<file path="src/rtl/ram_stream_reader_pkg.sv">
// Shared types for the RAM stream reader: FSM state encoding.
package ram_stream_reader_pkg;

  typedef enum logic [1:0] {
    ST_IDLE   = 2'd0,
    ST_READ   = 2'd1,
    ST_DRAIN  = 2'd2,
    ST_FINISH = 2'd3
  } state_t;

endpackage

</file>
<file path="src/rtl/ram_stream_reader_fifo.sv">
// Two-entry output buffer (head + tail registers); head drives the stream directly.
module reader_skid_fifo #(
  parameter int unsigned WIDTH = 8
) (
  input  logic             clk,
  input  logic             rst_n,
  input  logic             i_push,
  input  logic [WIDTH-1:0] i_data,
  input  logic             i_pop,
  output logic             o_valid,
  output logic [WIDTH-1:0] o_data,
  output logic [1:0]       o_occ_c
);

  logic             r_head_valid;
  logic             r_tail_valid;
  logic [WIDTH-1:0] r_head;
  logic [WIDTH-1:0] r_tail;
  logic             w_pop;

  assign w_pop = i_pop & r_head_valid;

  // Tail is only ever occupied while head is; caller never pushes into a full buffer.
  always_ff @(posedge clk or negedge rst_n) begin
    if (!rst_n) begin
      r_head_valid <= 1'b0;
      r_tail_valid <= 1'b0;
      r_head       <= '0;
      r_tail       <= '0;
    end else if (!r_head_valid) begin
      r_head_valid <= i_push;
      if (i_push) r_head <= i_data;
    end else if (w_pop) begin
      if (r_tail_valid) begin
        r_head       <= r_tail;
        r_tail_valid <= i_push;
        if (i_push) r_tail <= i_data;
      end else begin
        r_head_valid <= i_push;
        if (i_push) r_head <= i_data;
      end
    end else if (i_push) begin
      r_tail_valid <= 1'b1;
      r_tail       <= i_data;
    end
  end

  assign o_valid = r_head_valid;
  assign o_data  = r_head;
  assign o_occ_c = 2'(r_head_valid) + 2'(r_tail_valid);

endmodule

</file>
<file path="src/rtl/ram_stream_reader.sv">
// Walks a contiguous RAM address range and streams the words out on valid/ready,
// hiding the RAM's one-cycle read latency behind a two-entry buffer.
module ram_stream_reader
  import ram_stream_reader_pkg::*;
#(
  parameter int unsigned WIDTH     = 8,
  parameter int unsigned ADDR_BITS = 10
) (
  input  logic                 clk,
  input  logic                 rst_n,
  input  logic                 start,
  input  logic [ADDR_BITS-1:0] base_addr,
  input  logic [ADDR_BITS:0]   length,
  output logic                 busy,
  output logic                 done,
  output logic [ADDR_BITS-1:0] ram_read_address,
  input  logic [WIDTH-1:0]     ram_output_data,
  output logic                 m_valid,
  input  logic                 m_ready,
  output logic [WIDTH-1:0]     m_data
);

  localparam int unsigned BUF_DEPTH = 2;
  localparam int unsigned LEN_BITS  = ADDR_BITS + 1;

  state_t               r_state;
  state_t               w_state_nxt;
  logic [ADDR_BITS-1:0] r_addr;
  logic [LEN_BITS-1:0]  r_rem_issue;
  logic [LEN_BITS-1:0]  r_rem_pop;
  logic [LEN_BITS-1:0]  w_rem_pop_nxt;
  logic                 r_inflight;
  logic                 r_busy;
  logic                 r_done;
  logic                 w_issue;
  logic                 w_load;
  logic                 w_pop;
  logic [1:0]           w_occ;
  logic [2:0]           w_level;
  logic                 w_fifo_valid;
  logic [WIDTH-1:0]     w_fifo_data;

  assign w_pop         = w_fifo_valid & m_ready;
  assign w_level       = 3'(w_occ) + 3'(r_inflight);
  assign w_rem_pop_nxt = r_rem_pop - LEN_BITS'(w_pop);

  always_ff @(posedge clk or negedge rst_n) begin
    if (!rst_n) r_state <= ST_IDLE;
    else        r_state <= w_state_nxt;
  end

  // Next state plus issue decision; a read is issued only if its word will have a slot.
  always_comb begin
    w_state_nxt = r_state;
    w_issue     = 1'b0;
    w_load      = 1'b0;
    case (r_state)
      ST_IDLE: begin
        if (start) begin
          w_load      = 1'b1;
          w_state_nxt = (length == '0) ? ST_FINISH : ST_READ;
        end
      end
      ST_READ: begin
        if (r_rem_issue == '0) w_state_nxt = ST_DRAIN;
        else w_issue = (w_level < (3'(BUF_DEPTH) + 3'(w_pop)));
      end
      ST_DRAIN: begin
        if (w_rem_pop_nxt == '0) w_state_nxt = ST_FINISH;
      end
      ST_FINISH: w_state_nxt = ST_IDLE;
      default:   w_state_nxt = ST_IDLE;
    endcase
  end

  always_ff @(posedge clk or negedge rst_n) begin
    if (!rst_n) begin
      r_addr      <= '0;
      r_rem_issue <= '0;
      r_rem_pop   <= '0;
      r_inflight  <= 1'b0;
      r_busy      <= 1'b0;
      r_done      <= 1'b0;
    end else begin
      if (w_load) begin
        r_addr      <= base_addr;
        r_rem_issue <= length;
        r_rem_pop   <= length;
      end else begin
        if (w_issue) begin
          r_addr      <= r_addr + ADDR_BITS'(1);
          r_rem_issue <= r_rem_issue - LEN_BITS'(1);
        end
        r_rem_pop <= w_rem_pop_nxt;
      end
      r_inflight <= w_issue;
      r_busy     <= (w_state_nxt != ST_IDLE);
      r_done     <= (w_state_nxt == ST_FINISH);
    end
  end

  // RAM data is tagged by the issue flag of the previous cycle.
  reader_skid_fifo #(
    .WIDTH (WIDTH)
  ) u_fifo (
    .clk     (clk),
    .rst_n   (rst_n),
    .i_push  (r_inflight),
    .i_data  (ram_output_data),
    .i_pop   (m_ready),
    .o_valid (w_fifo_valid),
    .o_data  (w_fifo_data),
    .o_occ_c (w_occ)
  );

  assign busy             = r_busy;
  assign done             = r_done;
  assign ram_read_address = r_addr;
  assign m_valid          = w_fifo_valid;
  assign m_data           = w_fifo_data;

endmodule

</file>
<file path="config.mk">
export PLATFORM = sky130hd
export DESIGN_NAME = ram_stream_reader
export DESIGN_NICKNAME = d
export VERILOG_FILES = /design/src/rtl/ram_stream_reader_pkg.sv /design/src/rtl/ram_stream_reader_fifo.sv /design/src/rtl/ram_stream_reader.sv
export SDC_FILE = /design/constraint.sdc
export NUM_CORES = 1
export LEC_CHECK = 0
export CAP_MARGIN = 0
export CORE_MARGIN = 2
export CORE_UTILIZATION = 50
export CTS_CLUSTER_DIAMETER = 200
export CTS_CLUSTER_SIZE = 25
export DETAILED_ROUTE_END_ITERATION = 10
export PLACE_DENSITY = 0.86
export SETUP_SLACK_MARGIN = 0.02
export SLEW_MARGIN = 15
export SYNTH_ARGS = -nofsm -noshare
export SYNTH_HDL_FRONTEND = slang
export SYNTH_SLANG_ARGS = --single-unit
</file>
<file path="constraint.sdc">
create_clock -name clk -period 3 [get_ports clk]
set_input_delay 0.6 -clock clk [delete_from_list [all_inputs] [get_ports clk]]
set_output_delay 0.6 -clock clk [all_outputs]
set_load 0.01 [all_outputs]
</file>
==> out/results.ini, run 1 <==
[synthesis]
synth_largest_area_cell=dfrtp_1
netlist.area_leader.share_pct=48.1
synth_edf_count=0
yosys.area_share.simple_pct=19.3
synth-seq-cells=55
seq_area_frac_synth_pct=48.1
syn_area_sq_mm=0.00286
synth_warnings=0
synth_top_family_by_area=compound AO/OA/AOI/OAI gates
synth-xor-area-share_pct=3.67
avgSynthCellArea_sq_um=9.61
synth_compound_area_share_pct=19.5
synth_fa_ha_area_share_pct=2.45
synth_cell_types=54
synthArstFlopShare_pct=100
synthTopCellsByArea=dfrtp_1, nor2_1, a21oi_1
synthesis.nets=336
synthMuxAreaShare_pct=3.15
syn_inst=298
synth-main-ff-cell=dfrtp_1

[status]
status=completed

[routing]
dr.pass1.iters=4
dr_total_vias=2469
first_iter_violations=118
drcViolationCount=0
finalWirelength_um=6800
routed_via_density=5.73
wire_per_inst_um=15.8
ant_nets=0

[floorplan]
rows=27
dieWidth_um=79.7
start_util_pct=52.0
die-height_um=79.7
dieArea_sq_mm=0.00635
coreArea_sq_mm=0.00551
ioPinCount=54

[clocking]
clkTransAtPathRegs_ps=100
cts_sinks=55
cts_resized=0
cts_setup_buffers=0
clkLatencyLatePin_ps=320
htree_levels=2
cts_buffers=5
cts.path.max_buffers=2
cts_root_buf=clkbuf_8
ctsHoldBuffers=0
cts_tree=built

[final_layout]
diodes=0
final_common_cell=dfrtp_1
instances_no_fill=431
layout_common_cells=dfrtp_1, clkdlybuf4s50_1, nor2_1
layout.area.seq_sq_mm=0.00138
area_growth_pct=25.8
drive_gt1_share_pct=10.9
fillers=459
nets=396
multi_input_area_sq_mm=0.00138
design_area_sq_mm=0.00360

[sta]
fin_crit_ps=2680
setup_violations=0
fin_crit_sh_pct=89.4
slew_viol_final=0
relSlewSlack_pct=54.8
finClkSkew_ps=7.36
hold_violations=0
fmax_mhz=373
grt_setup_unrepaired=false
worst_slew_pin_slew_ps=678

[global_routing]
grt_pass1_wl_um=11000
antenna_found_initial=0
globalRouteOverflowTotal=0
grt_max_degree=32
grtUsageTotal_pct=22.6
grt_pass1_vias=2433

[setup_path]
required_ps=3210
path_class=flop to flop
cp_max_fo=8
endpoint_kind=flop
rr_endpoint=ram_read_address[4]
arrival_ps=2890
timing.rr.start=r_rem_issue[0]
worstRegToRegCells=7
r2r_setup_slack_ps=320
start_kind=flop

[placed_design]
io_buffers=53
dp_cells=423
place_hpwl_um=5130
gp_congestion=0.882
placed_cell_area_sq_mm=0.00350

[min_path]
hp-class=primary input to async pin

[power_and_ir_drop]
p_per_area_mw_per_mm2=1060
ir_drop_uv=537
p_leak_uw=0.00147

[run]
max-cap-violations=0

-- state kept, by name (all words and copies together), names as in the netlist --
name and cells:
r_rem_issue 11, r_rem_pop 11, ram_read_address 10, u_fifo.o_data 8
u_fifo.r_tail 8, r_state 2, busy 1, done 1
r_inflight 1, u_fifo.o_valid 1, u_fifo.r_tail_valid 1
-- critical path: stages (launching register included) --
cell and delay (ps):
dfrtp_1 420, inv_1 80, ha_1 200, or4b_1 600, or4_4 640, a21oi_4 310, a21oi_1 80, o221a_2 250
-- cell families after synthesis --
| kind of cell | Yosys count |
|---|---|
| simple gates | 108 |
| compound gates | 86 |
| flops | 55 |
| buf+inv | 24 |
| xor+xnor | 12 |
| mux | 8 |
| fa+ha+maj | 5 |
-- worst max-delay path by stage --
| stage | end | startpoint | cells past startpoint | slack [ps] |
|---|---|---|---|---|
| final | ram_read_address[4] | r_rem_issue[0] | 7 | 320 |
| after global routing | done | m_ready | 9 | 160 |
| after CTS | done | m_ready | 9 | 310 |
| after detailed placement | done | m_ready | 9 | -30 |
| after global placement | done | m_ready | 9 | 30 |
| after floorplan | done | m_ready | 8 | 510 |
-- cells in the mapped netlist, types with 2 or more instances --
cell type	n
nand2b_1	3
a31oi_1	4
dfrtp_1	55
nor2_1	33
and3_1	2
nand4_1	2
o221a_2	2
o22ai_1	9
nor4_1	4
nand2_1	23
xnor2_1	8
a21oi_1	22
o31ai_1	2
nand3_1	9
o41ai_1	2
inv_1	11
nor2b_1	2
a21o_1	3
or4_1	3
a221o_1	3
or4b_2	2
o211ai_1	3
nor3_1	10
or2_2	2
xor2_1	4
ha_1	4
or3_1	4
o311ai_0	2
o21ai_0	20
mux2_2	8
o21a_1	5
clkbuf_1	9
o32ai_1	2
-- cell type report --
type	count	share of cell area, %
clock buffers	6	2.29
clock inverters	2	0.452
inverters	12	1.25
multi-input cells	219	38.2
flip-flops and latches	55	38.2
well taps	72	2.50
repair buffers	65	17.1
-- metal layers --
layer	up-vias	global-route usage [%]	share of wire (%)
met2	50	38.1	49
li1	1204	-	-
met4	0	6.03	1.1
met1	1207	30.6	47
met5	-	0	0
met3	8	3.39	3.4
-- stage by stage --
stage / util [%] / setup TNS, ps / hold WS (ps) / power, uW / worst slack (ps)
after floorplan: - / 0 / 304 / 2710 / 515
after global placement: 63.6 / 0 / 487 / 3320 / 29.7
after detailed placement: 63.6 / -30.4 / 496 / 3390 / -30.4
after CTS: 65.4 / 0 / 329 / 3840 / 309
after global routing: 65.4 / 0 / 357 / 4110 / 156
final: 65.4 / 0 / 313 / 3820 / 318
-- report_power, final --
group | total (uW) | internal (uW) | leakage (uW) | switching, uW
clock | 434 | 189 | 0.0000474 | 245
sequential | 1400 | 1090 | 0.000638 | 309
combinational | 1990 | 947 | 0.000781 | 1040
total | 3820 | 2220 | 0.00147 | 1590
(Power assumes the default switching activity.)
==> inputs of run 2 (changes only) <==
--- a/config.mk
+++ b/config.mk
@@ -7,13 +7,12 @@
 export LEC_CHECK = 0
 export CAP_MARGIN = 0
 export CORE_MARGIN = 2
-export CORE_UTILIZATION = 50
+export CORE_UTILIZATION = 45
 export CTS_CLUSTER_DIAMETER = 200
 export CTS_CLUSTER_SIZE = 25
 export DETAILED_ROUTE_END_ITERATION = 10
-export PLACE_DENSITY = 0.86
+export PLACE_DENSITY = 0.8
 export SETUP_SLACK_MARGIN = 0.02
-export SLEW_MARGIN = 15
 export SYNTH_ARGS = -nofsm -noshare
 export SYNTH_HDL_FRONTEND = slang
 export SYNTH_SLANG_ARGS = --single-unit
==> out/results.ini, run 2 (synthesized netlist as in run 1, its figures left out) <==
[floorplan]
coreArea_sq_mm=0.00624  ; +13%
start_util_pct=45.9  ; -6.1 points
dieWidth_um=83.8  ; +5.1%
dieArea_sq_mm=0.00702  ; +11%
ioPinCount=54  ; unchanged
die-height_um=83.8  ; +5.1%
rows=29  ; +7.4%

[setup_path]
crit_buf_inv=1  ; unchanged
endpoint_kind=flop
path_class=primary input to flop
cpPeakStageDelay_ps=630  ; about the same
crit_family=simple AND/OR/NAND/NOR gates
arrival_ps=2920  ; +30 ps
cp_max_fo=3  ; -5
required_ps=3240  ; +30 ps
cp_common_cell=ha_1
cp_cell_sequence=clkdlybuf4s50_1, and2_1, ha_1, ha_1, or4b_2, xnor2_1, o31ai_1, o2111ai_1, a21oi_1
crit_path_top_delay_cell=or4b_2
start_kind=primary input
r2r_setup_slack_ps=370  ; +50 ps

[sta]
fmax_mhz=373  ; about the same
fin_crit_ps=2680  ; -0.407 ps
setup_violations=0  ; unchanged
slew_viol_final=0  ; unchanged
worst_slew_pin_slew_ps=655  ; -22.6 ps
grt_setup_unrepaired=false
relSlewSlack_pct=56.3  ; +1.5 points
whs_ps=309  ; -4.71 ps
finClkSkew_ps=6.21  ; -1.15 ps
fin_crit_sh_pct=89.4  ; about the same
hold_violations=0  ; unchanged

[placed_design]
place_hpwl_um=5140  ; +0.26%
dp_cells=427  ; +0.95%
gp_congestion=0.842  ; -4.5%
placed_cell_area_sq_mm=0.00351  ; +0.32%
io_buffers=53  ; unchanged

[min_path]
hp-class=primary input to async pin

[clocking]
clkLatencyLatePin_ps=310  ; about the same
ctsHoldBuffers=0  ; unchanged
cts_root_buf=clkbuf_8
cts_buffers=5  ; unchanged
htree_levels=2  ; unchanged
cts.path.max_buffers=2  ; unchanged
cts_resized=0  ; unchanged
cts_tree=built
cts_setup_buffers=0  ; unchanged
clkTransAtPathRegs_ps=100  ; about the same
cts_sinks=55  ; unchanged

[global_routing]
antenna_found_initial=0  ; unchanged
grt_max_degree=30  ; -6.3%
grt_pass1_vias=2481  ; +2.0%
grtUsageTotal_pct=20.1  ; -2.6 points
globalRouteOverflowTotal=0  ; unchanged
grt_pass1_wl_um=11500  ; +4.1%

[final_layout]
layout.area.seq_sq_mm=0.00138  ; unchanged
layout_common_cells=dfrtp_1, clkdlybuf4s50_1, nor2_1
instances_no_fill=435  ; +0.93%
final_common_cell=dfrtp_1
design_area_sq_mm=0.00360  ; about the same
fillers=564  ; +23%
area_growth_pct=25.9  ; about the same
multi_input_area_sq_mm=0.00138  ; unchanged
drive_gt1_share_pct=10.3  ; -0.53 points
nets=395  ; -0.25%
diodes=0  ; unchanged

[power_and_ir_drop]
p_per_area_mw_per_mm2=1060  ; -0.42%
finalPower_uw=3800  ; -0.35%
p_leak_uw=0.00146  ; -0.15%
ir_drop_uv=604  ; +12%

[routing]
first_iter_violations=120  ; +1.7%
wire_per_inst_um=15.7  ; -0.51%
ant_nets=0  ; unchanged
dr.pass1.iters=4  ; unchanged
wl_met3_um=335  ; +44%
route.met2.wl_um=3370  ; +1.6%
dr_total_vias=2547  ; +3.2%
drcViolationCount=0  ; unchanged
wl_met1_um=3050  ; -3.7%
finalWirelength_um=6830  ; +0.41%
routed.top_layer=met4
routed_via_density=5.86  ; +2.2%

[run]
max-cap-violations=0  ; unchanged

[status]
status=completed

run 2: changes by cell type in the layout (fill, tap and decap cells not counted):
cell        change
buf_4           -2
buf_12          +1
clkinvlp_4      -1
clkbuf_8        -1
clkinv_4        +1
clkbuf_1        +1
run 2: where the power goes:
group | switching [uW] | internal (uW) | leakage, uW
clock network | 245 | 168 | 0.0000454
logic | 1040 | 948 | 0.000780
registers | 319 | 1090 | 0.000638
total | 1600 | 2200 | 0.00146
run 2: metrics by stage:
step           setup TNS (ps)  setup WS [ps]  utilization (%)
2_1_floorplan               0            515                -
3_3_place_gp                0           59.7             56.3
3_5_place_dp            -32.2          -32.2             56.3
4_1_cts                     0            300             57.8
5_1_grt                     0            190             57.8
6_report                    0            318             57.8
run 2: final timing paths:
kind                            cells past startpoint             start                  end
max in group asynchronous                           2             rst_n         r_rem_pop[4]
worst min register to register                      1  u_fifo.r_tail[7]     u_fifo.r_tail[7]
min in group clk                                    1  u_fifo.r_tail[7]     u_fifo.r_tail[7]
worst max register to register                      7    r_rem_issue[0]  ram_read_address[4]
worst min-delay path                                1             rst_n  ram_read_address[7]
worst max-delay path                                9           m_ready                 done
run 2: cell type report:
class | instances | share of cell area (%)
clock inverters | 2 | 0.486
multi-input cells | 219 | 38.2
flip-flops and latches | 55 | 38.2
well taps | 77 | 2.67
repair buffers | 64 | 17.2
clock buffers | 6 | 2.01
inverters | 12 | 1.25
run 2: worst register-to-register path, stage by stage, from the launching register on:
cell,delay [ps]
dfrtp_1,430
inv_1,70
ha_1,180
or4b_1,590
or4_4,640
a21oi_4,290
a21oi_1,70
o221a_2,250
run 2: metal layers:
layer  global-route usage [%]  up-vias
li1                         -     1208
met1                     27.5     1258
met2                     33.1       76
met3                     3.76        5
met4                     4.99        0
met5                        0        -
==> inputs of run 3 (changes only) <==
--- a/config.mk
+++ b/config.mk
@@ -5,13 +5,13 @@
 export SDC_FILE = /design/constraint.sdc
 export NUM_CORES = 1
 export LEC_CHECK = 0
-export CAP_MARGIN = 0
+export CORE_ASPECT_RATIO = 0.75
 export CORE_MARGIN = 2
 export CORE_UTILIZATION = 45
 export CTS_CLUSTER_DIAMETER = 200
 export CTS_CLUSTER_SIZE = 25
 export DETAILED_ROUTE_END_ITERATION = 10
-export PLACE_DENSITY = 0.8
+export PLACE_DENSITY = 0.74
 export SETUP_SLACK_MARGIN = 0.02
 export SYNTH_ARGS = -nofsm -noshare
 export SYNTH_HDL_FRONTEND = slang
==> out/results.ini, run 3 (synthesized netlist as in run 1, its figures left out) <==
[routing]
first_iter_violations=176  ; +47%
drcViolationCount=0  ; unchanged
ant_nets=0  ; unchanged
dr.pass1.iters=5  ; +1
routed_via_density=5.72  ; -2.3%
wire_per_inst_um=16.0  ; +2.3%
dr_total_vias=2505  ; -1.6%
finalWirelength_um=7030  ; +3.0%

[setup_path]
cpPeakStageDelay_ps=650  ; +20 ps
crit_path_top_delay_cell=or4_4
cp-endpoint=ram_read_address[4]
timing.rr.start=r_rem_issue[0]
start_kind=flop
crit_family=simple AND/OR/NAND/NOR gates
worstRegToRegCells=7  ; unchanged
required_ps=3200  ; -40 ps
rr_endpoint=ram_read_address[4]
cp.depth=7  ; -2
cp-startpoint=r_rem_issue[0]
endpoint_kind=flop
path_class=flop to flop
r2r_setup_slack_ps=310  ; -60 ps
cp_max_fo=8  ; +5
crit_buf_inv=1  ; unchanged
cp_cell_sequence=inv_1, ha_1, or4b_1, or4_4, a21oi_4, a21oi_1, o221a_2
arrival_ps=2890  ; -30 ps

[power_and_ir_drop]
p_int_uw=2180  ; -0.97%
p_comb_share_pct=51.7  ; -0.5 points
switchingPower_uw=1610  ; +0.77%
switching_share_pct=42.5  ; +0.42 points
clockPowerShare_pct=11.3  ; +0.4 points
p_leak_uw=0.00146  ; -0.43%
ir_drop_uv=474  ; -22%
seqPwrFrac_pct=37.0  ; about the same
p_per_area_mw_per_mm2=1060  ; +0.14%

[final_layout]
layout_common_cells=dfrtp_1, clkdlybuf4s50_1, nor2_1
nets=394  ; -0.25%
area_growth_pct=25.4
drive_gt1_share_pct=10.4  ; +0.029 points
final_common_cell=dfrtp_1
diodes=0  ; unchanged

[global_routing]
grt_max_degree=56  ; +87%
grtUsageTotal_pct=21.4  ; +1.3 points
antenna_found_initial=0  ; unchanged
globalRouteOverflowTotal=0  ; unchanged
grt_pass1_vias=2305  ; -7.1%
grt_pass1_wl_um=11500  ; +0.30%

[clocking]
cts_buffers=5  ; unchanged
htree_levels=2  ; unchanged
cts_resized=0  ; unchanged
cts.path.max_buffers=2  ; unchanged
clkLatencyLatePin_ps=320  ; about the same
cts_setup_buffers=0  ; unchanged
cts_root_buf=clkbuf_8
ctsHoldBuffers=0  ; unchanged
cts_sinks=55  ; unchanged
clkTransAtPathRegs_ps=110  ; about the same
cts_tree=built

[floorplan]
coreArea_sq_mm=0.00622  ; -0.26%
die-height_um=73.1  ; -13%
dieWidth_um=96.1  ; +15%
rows=25  ; -14%
start_util_pct=46.0  ; +0.12 points
dieArea_sq_mm=0.00702  ; about the same
ioPinCount=54  ; unchanged

[sta]
slew_viol_final=0  ; unchanged
worst_slew_pin_slew_ps=770  ; +115 ps
fin_crit_ps=2690  ; +8.78 ps
hold_violations=0  ; unchanged
finClkSkew_ps=16.7  ; +10.5 ps
setup_violations=0  ; unchanged
fin_crit_sh_pct=89.7  ; +0.29 points
grt_setup_unrepaired=false
fmax_mhz=372  ; -0.33%
fin_tns_setup_ps=0  ; unchanged
whs_ps=392  ; +83.2 ps
relSlewSlack_pct=48.2  ; -8.2 points

[placed_design]
place_hpwl_um=5100  ; -0.91%
io_buffers=53  ; unchanged
gp_congestion=0.914  ; +8.5%

[run]
max-cap-violations=0  ; unchanged

[min_path]
hp-class=primary input to async pin

[status]
status=completed

-- run 3: cell types whose count changed in the layout (fill, tap and decap cells not counted), sizes merged --
cell / change
clkbuf: -1
inv: +1
buf: -1
-- run 3: how the worst min path moves through the flow --
stage / to / slack (ps)
3_5_place_dp: u_fifo.r_tail[6] / 490
5_1_grt: u_fifo.o_data[4] / 470
2_1_floorplan: busy / 300
6_report: u_fifo.o_data[4] / 390
4_1_cts: u_fifo.o_data[7] / 430
3_3_place_gp: u_fifo.r_tail[7] / 490
-- run 3: per-stage QoR --
step | std cells | worst slack (ps) | total power, uW | util, % | area, sq um
global route | 438 | 43.6 | 4130 | 57.7 | 3590
global placement | 430 | 36.9 | 3290 | 56.2 | 3500
CTS | 438 | 334 | 3800 | 57.7 | 3590
detailed placement | 430 | 8.19 | 3370 | 56.2 | 3500
floorplan | 298 | 515 | 2710 | - | 2860
finish | 438 | 309 | 3790 | 57.7 | 3590
-- run 3: power groups by stage --
stage / Clock (uW) / Sequential [uW] / Combinational (uW)
floorplan: 0 / 1390 / 1330
global placement: 0 / 1390 / 1900
detailed placement: 0 / 1410 / 1960
CTS: 444 / 1400 / 1960
global route: 467 / 1450 / 2210
finish: 429 / 1400 / 1960
-- run 3: worst reg2reg max path, delay by kind of cell, from the launching register on --
kind	cells	cell delay, ps
AND/OR/NAND/NOR	2	1230
adder cells (fa/ha/maj)	1	190
buffers and inverters	1	80
AO/OA/AOI/OAI	3	640
flip-flops	1	450
-- run 3: area by class of cell --
class | instances | area (sq um)
Multi-Input combinational cell | 219 | 1380
Fill cell | 564 | 2630
Sequential cell | 55 | 1380
Timing Repair Buffer | 63 | 601
Clock inverter | 3 | 22.5
Tap cell | 81 | 101
Clock buffer | 5 | 68.8
Inverter | 12 | 45.0
-- run 3: per-layer routing --
layer | wire length, um | GRT usage, % | vias to the layer above
met5 | 0 | 0 | -
met4 | 38 | 4.92 | 0
met3 | 369 | 4.24 | 4
met2 | 3140 | 31.7 | 79
met1 | 3480 | 32.4 | 1220
li1 | - | - | 1202
==> patch 1: new RTL, config.mk and constraints of run 2 <==
Change the parameter `ADDR_BITS` from 10 to 12.
--- a/src/rtl/ram_stream_reader.sv
+++ b/src/rtl/ram_stream_reader.sv
@@ -4,7 +4,7 @@
   import ram_stream_reader_pkg::*;
 #(
   parameter int unsigned WIDTH     = 8,
-  parameter int unsigned ADDR_BITS = 10
+  parameter int unsigned ADDR_BITS = 12
 ) (
   input  logic                 clk,
   input  logic                 rst_n,
Ports: changed (resized base_addr, length and ram_read_address); port bits go from 54 to 60. The function was not compared with the original's and may differ.
==> patch 1 against run 2 <==
- synthesized area increased by 15%
- sequential cell count increased by 6
- design area increased by 17%
- wire length increased by 18%
- worst setup slack got worse by 0.15 ns
- first-iteration DRC count increased by 140%
- power increased by 29%
- critical endpoint is now ram_read_address[5]
- highest routed layer unchanged
==> patch 1: results (changes against run 2) <==
- CP arrival: 3.07 ns (+0.15 ns)
- Met1 GRT Util: 0.279 (+0.00435)
- Leakage: 1.70 nW (+16%)
- Met2 usage: 0.347 (+0.0159)
- Run status: complete, no violations
- Ranking of synthesized cells by area: dfrtp_1, nor2_1, nand2_1
- Number of global-route vias before repair: 2784 (+12%)
- Clock Latency Late Sink: 0.35 ns (+0.04 ns)
- First-pass GRT wire length: 13.1 mm (+14%)
- PortBufs: 59 (+11%)
- Peak VDD IR: 0.424 mV (-30%)
- Share of cells above drive strength 1: 0.113 (+0.0101)
- Synthesized net count: 397 (+18%)
- Clock skew: 0.00781 ns (+0.00160 ns)
- Drt total wl: 8.04 mm (+18%)
- Met3 usage: 0.0536 (+0.0160)
- DR pass1 iterations: 5 (+1)
- Crit Path Max Fanout: 19 (+16)
- Cell Area, Placed: 0.00398 mm² (+13%)
- DR iter-0 viols: 288 (+140%)
- Synth cell count leaders: dfrtp_1, nor2_1, nand2_1
- Distinct cells, synth: 58 (+7.4%)
- CTS clk-pin slew, worst paths: 0.07 ns (-0.03 ns)
- Post-DP HPWL: 5.83 mm (+13%)
- Maximum clock path buffer count: 2 (unchanged)
- Place WS: -0.0656 ns (-0.0334 ns)
- Via density: 5.74 (-1.9%)
- H-tree levels: 3 (+1)
==> patch 1: layer usage <==
| layer | up-vias | wire, µm |
|---|---|---|
| li1 | 1417 | - |
| met1 | 1430 | 3470 |
| met2 | 125 | 3770 |
| met3 | 25 | 491 |
| met4 | 0 | 307 |
| met5 | - | 0 |
==> patch 1: cell families after synthesis <==
family / after synthesis / synth area share
xor+xnor: 13 / 0.0346
simple gates: 145 / 0.217
mux: 8 / 0.0274
buf+inv: 29 / 0.0403
flops: 61 / 0.464
compound gates: 94 / 0.195
fa+ha+maj: 5 / 0.0213
==> patch 1: final cells by class <==
class | instances | area (µm²) | share of cell area
clock inverters | 7 | 98.8 | 0.0235
multi-input cells | 265 | 1630 | 0.388
clock buffers | 9 | 124 | 0.0295
flip-flops and latches | 61 | 1530 | 0.363
well taps | 99 | 124 | 0.0295
repair buffers | 67 | 646 | 0.154
inverters | 14 | 55.1 | 0.0131
==> patch 1: stage by stage <==
stage          utilization  hold WS, ns  cells  setup TNS [ns]
4_1_cts              0.586        0.211    522               0
5_1_grt              0.586        0.222    522               0
3_3_place_gp         0.555        0.488    506         -0.0419
3_5_place_dp         0.555        0.494    506         -0.0939
6_report             0.586        0.201    522               0
2_1_floorplan            -        0.304    355               0
==> patch 1: final timing paths <==
kind / startpoint / to / slack, ns / cells after the start
worst max-delay path: r_rem_issue[0] / ram_read_address[5] / 0.17 / 7
worst min-delay path: rst_n / u_fifo.o_valid / 0.20 / 1
worst max register to register: r_rem_issue[0] / ram_read_address[5] / 0.17 / 7
worst min register to register: u_fifo.r_tail[4] / u_fifo.r_tail[4] / 0.51 / 1
max in group asynchronous: rst_n / r_rem_issue[6] / 2.11 / 2
min in group clk: u_fifo.r_tail[4] / u_fifo.r_tail[4] / 0.51 / 1
==> patch 1: critical path, cell delays in order (launching register included) <==
cell	delay, ns
dfrtp_1	0.43
inv_1	0.08
ha_1	0.23
or3b_1	0.41
or4_1	0.69
a21oi_4	0.51
a21oi_1	0.10
o221a_2	0.27
==> patch 1: power groups by stage <==
stage / clock network, mW / registers (mW) / logic (mW)
after global routing: 0.877 / 1.64 / 2.79
after floorplan: 0 / 1.55 / 1.78
after detailed placement: 0 / 1.59 / 2.47
final: 0.821 / 1.59 / 2.50
after global placement: 0 / 1.57 / 2.38
after CTS: 0.828 / 1.58 / 2.50
==> patch 2: new RTL, flow settings as in run 2 <==
Without the edit above. The 4 states of `state_t` get a one-hot encoding in 4 bits.
--- a/src/rtl/ram_stream_reader_pkg.sv
+++ b/src/rtl/ram_stream_reader_pkg.sv
@@ -1,11 +1,11 @@
 // Shared types for the RAM stream reader: FSM state encoding.
 package ram_stream_reader_pkg;
 
-  typedef enum logic [1:0] {
-    ST_IDLE   = 2'd0,
-    ST_READ   = 2'd1,
-    ST_DRAIN  = 2'd2,
-    ST_FINISH = 2'd3
+  typedef enum logic [3:0] {
+    ST_IDLE   = 4'b0001,
+    ST_READ   = 4'b0010,
+    ST_DRAIN  = 4'b0100,
+    ST_FINISH = 4'b1000
   } state_t;
 
 endpackage
Function: same outputs for any inputs over 10 cycles, from zero or initial values and one cycle with rst_n low; not proved beyond that.
==> patch 2 against run 2 <==
- design area grew 6.0%
- sequential cell count grew 2
- worst setup slack gained 0.047 ns
- hold slack gained 0.0012 ns
- power grew 0.72%
- final cell count grew 2.8%
- wire length grew 9.4%
- die area grew 4.0%
- synthesized area grew 4.2%
==> patch 2: results (changes against run 2) <==
- Synth Area in Adders: 0.0235 (-0.000976)
- CP max-delay cell: clkdlybuf4s50_1
- Seq/Total Area, Yosys: 0.479 (-0.00196)
- Share of cells above drive strength 1: 0.127 (+0.0237)
- Post-DP HPWL: 5.27 mm (+2.4%)
- XOR/XNOR share of the synthesized area: 0.0264 (-0.0103)
- Largest net degree at the start of global routing: 31 (+3.3%)
- Layout Nets: 404 (+2.3%)
- Clock Latency Late Sink: 0.34 ns (+0.03 ns)
- Cell Area, Placed: 0.00361 mm² (+2.6%)
- Headroom to the max-slew limit: 0.525 (-0.0381)
- Distinct cells, synth: 61 (+13%)
- Met3 usage: 0.0554 (+0.0179)
- Global Route Usage Sum: 0.218 (+0.0172)
- Gp weighted congestion: 0.880 (+4.4%)
- Ranking of synthesized cells by area: dfrtp_1, o21ai_0, nor2_1
- Run status: complete, no violations
- Peak VDD IR: 0.550 mV (-9.0%)
- Leakage: 1.56 nW (+6.8%)
- Crit Path Max Fanout: 4 (+1)
- First-pass GRT wire length: 12.5 mm (+8.3%)
- Clock skew: 0.00603 ns (-0.000189 ns)
- H-tree levels: 3 (+1)
- Reg2Reg Depth: 8 (+1)
- CTS Buf Count: 9 (+4)
- DP Cell Count: 432 (+1.2%)
- Synthesized net count: 347 (+3.3%)
- Multiplexer share of the synthesized area: 0.0340 (+0.00252)
- WL/cell: 16.7 µm (+6.5%)
- Mapped Cells: 309 (+3.7%)
- Post-synthesis compound-gate area fraction: 0.207 (+0.0124)
==> patch 2: changes by cell type in the layout (fill, tap and decap cells not counted), moves of 4 or more <==
| cell | run 2 | this run |
|---|---|---|
| nor4_1 | 4 | 8 |
| o21a_1 | 5 | 1 |
| nor3_1 | 10 | 4 |
| o21ai_0 | 20 | 26 |
| buf_4 | 10 | 3 |
| clkbuf_8 | 5 | 13 |
==> patch 2: report_power, final <==
part	internal (mW)	switching (mW)	total, mW
clock	0.468	0.303	0.771
combinational	0.770	0.814	1.58
sequential	1.13	0.349	1.48
total	2.37	1.47	3.83
==> patch 2: logic make-up after synthesis <==
logic type | count (synthesis)
adders and majority gates | 5
xor gates and xnor gates | 9
buffers and inverters | 27
AOI/OAI and AO/OA | 94
DFF | 57
muxes | 9
and+or+nand+nor | 108
==> patch 2: worst paths after layout <==
path | to
max | r_state[3]
min | r_rem_issue[10]
max reg2reg | r_rem_issue[5]
min reg2reg | u_fifo.r_tail[4]
max in group asynchronous | r_state[0]
min in group clk | u_fifo.r_tail[4]
==> patch 2: layout make-up <==
cell class	instances	area [µm²]
multi-input combinational	225	1440
fill	538	2560
clock inverter	2	35.0
timing repair buffer	58	588
inverter	15	56.3
tap	77	96.3
clock buffer	13	179
sequential	57	1430
==> patch 2: worst register-to-register path, delay by kind of cell, from the launching register on <==
family / cells / cell delay (ns)
compound gates: 3 / 0.62
fa+ha+maj: 1 / 0.21
buf+inv: 2 / 0.33
simple gates: 2 / 0.70
flops: 1 / 0.37
==> patch 2: per-layer routing <==
layer  up-vias  share of wire
met1      1290           0.43
met3        29          0.057
met4         0          0.029
met2        96           0.48
met5         -              0
li1       1248              -
==> patch 2: metrics by stage <==
stage / hold slack (ns) / setup WS [ns] / utilization / power [mW]
2_1_floorplan: 0.304 / 0.821 / - / 2.42
3_3_place_gp: 0.487 / 0.186 / 0.565 / 2.98
3_5_place_dp: 0.491 / 0.0608 / 0.565 / 3.05
4_1_cts: 0.332 / 0.424 / 0.598 / 3.84
5_1_grt: 0.361 / 0.320 / 0.598 / 4.09
6_report: 0.310 / 0.365 / 0.598 / 3.83
